## config.mk

```make
export PLATFORM = sky130hd
export DESIGN_NAME = seq_int_divider
export DESIGN_NICKNAME = d
export VERILOG_FILES = /design/src/rtl/seq_int_divider.sv
export SDC_FILE = /design/constraint.sdc
export NUM_CORES = 1
export LEC_CHECK = 0
export CAP_MARGIN = 20
export CORE_MARGIN = 1
export CORE_UTILIZATION = 51
export DETAILED_ROUTE_END_ITERATION = 8
export PLACE_DENSITY = 0.83
export REMOVE_ABC_BUFFERS = 1
export SYNTH_ARGS = -nofsm -noshare
export SYNTH_HDL_FRONTEND = slang
export SYNTH_SLANG_ARGS = --single-unit
```

## constraint.sdc

```tcl
create_clock -name clk -period 3.53 [get_ports clk]
set_clock_uncertainty 0.2 [all_clocks]
set_input_delay 1.059 -clock clk [delete_from_list [all_inputs] [get_ports clk]]
set_output_delay 1.059 -clock clk [all_outputs]
set_load 0.02 [all_outputs]
```

## src/rtl/seq_int_divider.sv

```systemverilog
// Multi-cycle radix-2 restoring divider (quotient + remainder, signed/unsigned) behind a start/done handshake.
// Optional IDIV_ZERO_FASTPATH_EN: a zero divisor bypasses the iteration loop (same results, 2-edge latency).
module seq_int_divider #(
  parameter int DATA_WIDTH = 32
) (
  input  logic                  clk,
  input  logic                  reset_n,
  input  logic                  start,
  input  logic [DATA_WIDTH-1:0] a,
  input  logic [DATA_WIDTH-1:0] b,
  input  logic                  is_signed,
  output logic [DATA_WIDTH-1:0] y_quotient,
  output logic [DATA_WIDTH-1:0] y_remainder,
  output logic                  done,
  output logic                  busy
);

  localparam int CNT_W = $clog2(DATA_WIDTH);

  typedef enum logic [1:0] {
    IDLE,
    DIVIDE,
    FINISH
  } state_t;

  state_t                  state;
  logic [CNT_W-1:0]        count;
  logic [DATA_WIDTH-1:0]   rem;      // partial remainder
  logic [DATA_WIDTH-1:0]   dq;       // dividend bits shift out, quotient bits shift in
  logic [DATA_WIDTH-1:0]   div_mag;
  logic                    neg_q;
  logic                    neg_r;

  logic [DATA_WIDTH-1:0]   a_mag;
  logic [DATA_WIDTH-1:0]   b_mag;
  logic [DATA_WIDTH-1:0]   shifted;
  logic [DATA_WIDTH-1:0]   rem_next;
  logic                    no_borrow;

  // Two's-complement magnitude; the most negative value maps onto itself as an unsigned number.
  assign a_mag = (is_signed && a[DATA_WIDTH-1]) ? -a : a;
  assign b_mag = (is_signed && b[DATA_WIDTH-1]) ? -b : b;

  // The shifted remainder is DATA_WIDTH+1 bits wide; its top bit is rem's MSB. When that bit is
  // set the subtraction always succeeds and the modulo-2^W difference is already the exact result.
  assign shifted   = {rem[DATA_WIDTH-2:0], dq[DATA_WIDTH-1]};
  assign no_borrow = rem[DATA_WIDTH-1] || (shifted >= div_mag);
  assign rem_next  = no_borrow ? (shifted - div_mag) : shifted;

  // NOTE: sequential state uses non-blocking assignments so every register samples pre-edge values.
  always_ff @(posedge clk or negedge reset_n) begin
    if (!reset_n) begin
      state       <= IDLE;
      count       <= '0;
      rem         <= '0;
      dq          <= '0;
      div_mag     <= '0;
      neg_q       <= 1'b0;
      neg_r       <= 1'b0;
      y_quotient  <= '0;
      y_remainder <= '0;
      done        <= 1'b0;
      busy        <= 1'b0;
    end else begin
      done <= 1'b0;
      case (state)
        IDLE: begin
          if (start) begin
            div_mag <= b_mag;
            rem     <= '0;
            dq      <= a_mag;
            count   <= '0;
            neg_q   <= is_signed && (a[DATA_WIDTH-1] ^ b[DATA_WIDTH-1]) && (b != '0);
            neg_r   <= is_signed && a[DATA_WIDTH-1];
            busy    <= 1'b1;
`ifdef IDIV_ZERO_FASTPATH_EN
            // Preload what the full loop would produce for a zero divisor.
            if (b == '0) begin
              rem   <= a_mag;
              dq    <= '1;
              state <= FINISH;
            end else begin
              state <= DIVIDE;
            end
`else
            state   <= DIVIDE;
`endif
          end
        end

        DIVIDE: begin
          rem   <= rem_next;
          dq    <= {dq[DATA_WIDTH-2:0], no_borrow};
          count <= count + 1'b1;
          if (count == CNT_W'(DATA_WIDTH - 1)) begin
            state <= FINISH;
          end
        end

        FINISH: begin
          y_quotient  <= neg_q ? -dq : dq;
          y_remainder <= neg_r ? -rem : rem;
          done        <= 1'b1;
          busy        <= 1'b0;
          state       <= IDLE;
        end

        default: state <= IDLE;
      endcase
    end
  end

endmodule

```

==> flow_summary.rst <==
.. list-table::
   :header-rows: 1

   * - Metric
     - Value
   * - Clock transition at the registers of the reported paths
     - 0.07 ns
   * - Clock tree sinks
     - 171
   * - Layout net count
     - 1552
   * - Total via count after detailed routing
     - 10300
   * - Average cell area after synthesis
     - 8.53 sq um
   * - Clock insertion delay at the later pin of the skew report
     - 0.44 ns
   * - Reg-to-reg slack, setup
     - 0.14 ns
   * - Leading cell type in the layout, fill and taps excluded
     - o21ai_0
   * - Clock tree root driver cell
     - clkbuf_16
   * - Effective utilization at floorplan
     - 52.8%
   * - GR Layer Usage met1
     - 36.5%
   * - Aggregate global-route resource usage
     - 27.6%
   * - Fraction of the cycle the final worst path needs
     - 97.6%
   * - Number of hold violations in the final report
     - 0
   * - Synth cell types
     - 67
   * - Data required time at the worst endpoint
     - 3.64 ns
   * - Worst Hold Margin
     - 0.278 ns
   * - Global routing usage on met3
     - 3.95%
   * - Synth top area share
     - 39.4%
   * - Startpoint of the worst hold path
     - y_remainder[26]
   * - Dominant cell type by area after synthesis
     - dfrtp_1
   * - Top post-synthesis cells by area
     - dfrtp_1 (39%), o21ai_0 (9.0%), xor2_1 (8.0%)
   * - Critical path startpoint
     - a[10]
   * - Total setup buffers inserted after CTS
     - 0
   * - Synth Cell Area
     - 10900 sq um
   * - Setup Viol. Count Final
     - 0
   * - TNS Setup
     - 0 ns
   * - RSZ-0062 raised after global routing
     - true
   * - Upper clock frequency limit
     - 290 MHz
   * - Post-synthesis simple-gate area fraction
     - 16.2%
   * - Post-DR wirelength/cell
     - 17.1 um
   * - GR Overflow Total
     - 0
   * - Detailed-route wire length
     - 29600 um
   * - Reg-to-Reg End
     - y_quotient[26]
   * - Hold/Removal Path Class
     - reg2reg
   * - Leading cell types in the layout, fill and taps excluded
     - o21ai_0 (196), nand2_1 (188), dfrtp_1 (171)
   * - FF-to-FF path depth
     - 10
   * - Yosys warning count
     - 0
   * - Synth-to-layout area growth
     - 25.8%
   * - Share of cells above drive strength 1
     - 9.74%
   * - Launch point of the worst reg-to-reg path
     - dq[1]
   * - Maximum VDD drop
     - 0.000517 V
   * - Initial antenna violation count
     - 0
   * - Post-DRT Antenna Nets
     - 0
   * - Total of flip-flops plus latches after synthesis
     - 171
   * - Max Cap Violations
     - 0
   * - Relative slew slack
     - 28.9%
   * - Sequential cell area fraction in the yosys report
     - 39.4%
   * - Share of synthesized cell area in full adder, half adder and majority cells
     - 4.57%
   * - Full die area
     - 21900 sq um
   * - Number of placed instances with taps included
     - 1694
   * - Tightest Pin Transition
     - 1.07 ns
   * - Clock tree from TritonCTS
     - done
   * - Final critical delay including setup and external delays
     - 3.44 ns
   * - Std-Cell Rows
     - 52
   * - Main combinational cell family by area after synthesis
     - compound AO/OA/AOI/OAI gates
   * - Layer carrying the most global-route usage
     - met2
   * - Wire length of the first global-routing pass
     - 48400 um
   * - Clock buffers created by TritonCTS
     - 17
   * - Count of placed standard cells in the final layout, fillers left out
     - 1728
   * - Maximum number of buffers from clock root to sink
     - 2
   * - Horizontal extent of the die
     - 148 um
   * - Placeable Area
     - 20600 sq um
   * - Antenna diode count
     - 0
   * - Mux cell area share after synthesis
     - 0.934%
   * - Drc violations
     - 0
   * - Total I/O pin count
     - 134
   * - Post-layout util
     - 66.4%
   * - Maximum number of pins on one net before global-route repair
     - 122
   * - First DRT Iteration DRCs
     - 851
   * - Leak pwr
     - 0.00582 uW
   * - Count of buffers from port buffering
     - 133
   * - Kind of start point of the critical path
     - primary input
   * - DIE HEIGHT
     - 148 um
   * - First-pass detailed-route iteration total
     - 5
   * - Async S/R FF share, synth
     - 100%
   * - Power Density
     - 953 nW/um^2
   * - Arrival time of data at the critical path endpoint
     - 3.56 ns
   * - Critical path capture point type
     - register
   * - Number of vias per cell
     - 5.95
   * - Setup Crit Path Kind
     - in2reg
   * - Count of flip-flops with a built-in enable after synthesis
     - 0
   * - Final estimated routing congestion in global placement
     - 0.913
   * - DP HPWL
     - 21000 um
   * - Post-synthesis share of cell area spent on xor and xnor gates
     - 11.1%
   * - Critical Path Sink
     - dq[24]
   * - Fillers
     - 1639
   * - Run status
     - finished, final reports clean
   * - Gate count after technology mapping
     - 1272
   * - Top FF cell, synth
     - dfrtp_1
   * - H-tree levels
     - 4
   * - Number of max-slew violations in the final report
     - 0
   * - Maximum net fanout on the critical path
     - 4
   * - Met2 routing resource usage after global routing
     - 45.0%
   * - Number of global-route vias before repair
     - 9784
   * - Post-synthesis compound-gate area fraction
     - 23.5%
[power breakdown]
part           switching, uW  internal, uW  total, uW
clock                    854          1080       1930
combinational           4340          3160       7500
sequential               872          2720       3590
total                   6060          6950      13000
[flip-flops by register name (all words and copies together) (netlist names), 2 cells and up]
signal       flops
dq              32
y_remainder     32
y_quotient      32
div_mag         32
count            5
state            2
rem             32
[layout make-up]
cell class	instances	area (sq um)	area share, %
Timing Repair Buffer	220	2060	15.1
Sequential cell	171	4280	31.3
Clock inverter	14	160	1.17
Multi-Input combinational cell	980	6170	45.2
Inverter	55	206	1.51
Tap cell	270	338	2.47
Clock buffer	18	439	3.22
[kinds of logic (layout without fill, tap and decap cells)]
family / count (synthesis) / count (layout)
AO/OA/AOI/OAI: 419 / 419
AND/OR/NAND/NOR: 374 / 374
flip-flops: 171 / 171
XOR/XNOR: 138 / 138
buffers and inverters: 121 / 307
adder cells (fa/ha/maj): 39 / 39
multiplexers: 10 / 10
[stage by stage]
step,setup slack [ns],total power [uW],cell area (sq um)
global route,-0.0339,14000,13700
CTS,0.0498,12900,13600
finish,0.0857,13000,13700
detailed placement,-0.355,10800,13000
global placement,-0.295,10500,13000
floorplan,-1.16,8640,10600
[synthesized netlist by cell type (3+ instances only)]
| master | number |
|---|---|
| nand2b_1 | 13 |
| nand2_1 | 189 |
| mux2i_1 | 9 |
| dfrtp_1 | 171 |
| nand3_1 | 12 |
| a21oi_1 | 69 |
| a22oi_1 | 33 |
| or4_4 | 3 |
| nor2b_1 | 5 |
| nor3_1 | 20 |
| nor4_1 | 9 |
| o31ai_1 | 28 |
| buf_1 | 9 |
| xnor2_1 | 39 |
| ha_1 | 38 |
| clkbuf_1 | 56 |
| o21ai_1 | 3 |
| or3_1 | 17 |
| nor2_1 | 57 |
| and2_1 | 6 |
| xor2_1 | 99 |
| a211oi_1 | 9 |
| inv_1 | 54 |
| o21ai_0 | 196 |
| nand4_1 | 7 |
| o41ai_1 | 21 |
| a32oi_1 | 12 |
| a2111oi_0 | 3 |
| nor3b_1 | 3 |
| nand3b_1 | 5 |
| or2_2 | 3 |
| and3_1 | 5 |
| or4_1 | 9 |
| o211ai_1 | 3 |
| a21o_1 | 10 |
| a31oi_1 | 6 |
| o21a_1 | 4 |
[metal layers]
layer	vias up	part of all wire [%]	routed length, um
li1	4890	-	-
met1	4926	44	12900
met2	384	48	14100
met3	86	5.5	1630
met4	0	3.1	907
met5	-	0	0
[worst max-delay path: stages]
cell	delay, ns
clkdlybuf4s50_1	0.43
or3_1	0.40
or4_1	0.42
buf_4	0.15
nor3_1	0.27
nand2_1	0.12
buf_4	0.17
o31ai_1	0.24
xor2_1	0.18
o21ai_0	0.10
[how the worst min path moves through the flow]
stage                      end  depth (start not counted)  slack (ns)
6_report       y_remainder[26]                          2        0.28
5_1_grt        y_remainder[20]                          2        0.30
4_1_cts        y_remainder[26]                          2        0.28
3_5_place_dp   y_remainder[26]                          2        0.27
3_3_place_gp   y_remainder[25]                          2        0.26
2_1_floorplan      div_mag[10]                          2        0.25
[what timing repair did]
item                                    CTS  global route
hold buffers                              0             0
endpoints found under the setup margin    0             9
gates resized for setup                   0             3
No activity file was read; power rests on OpenSTA's default activity.
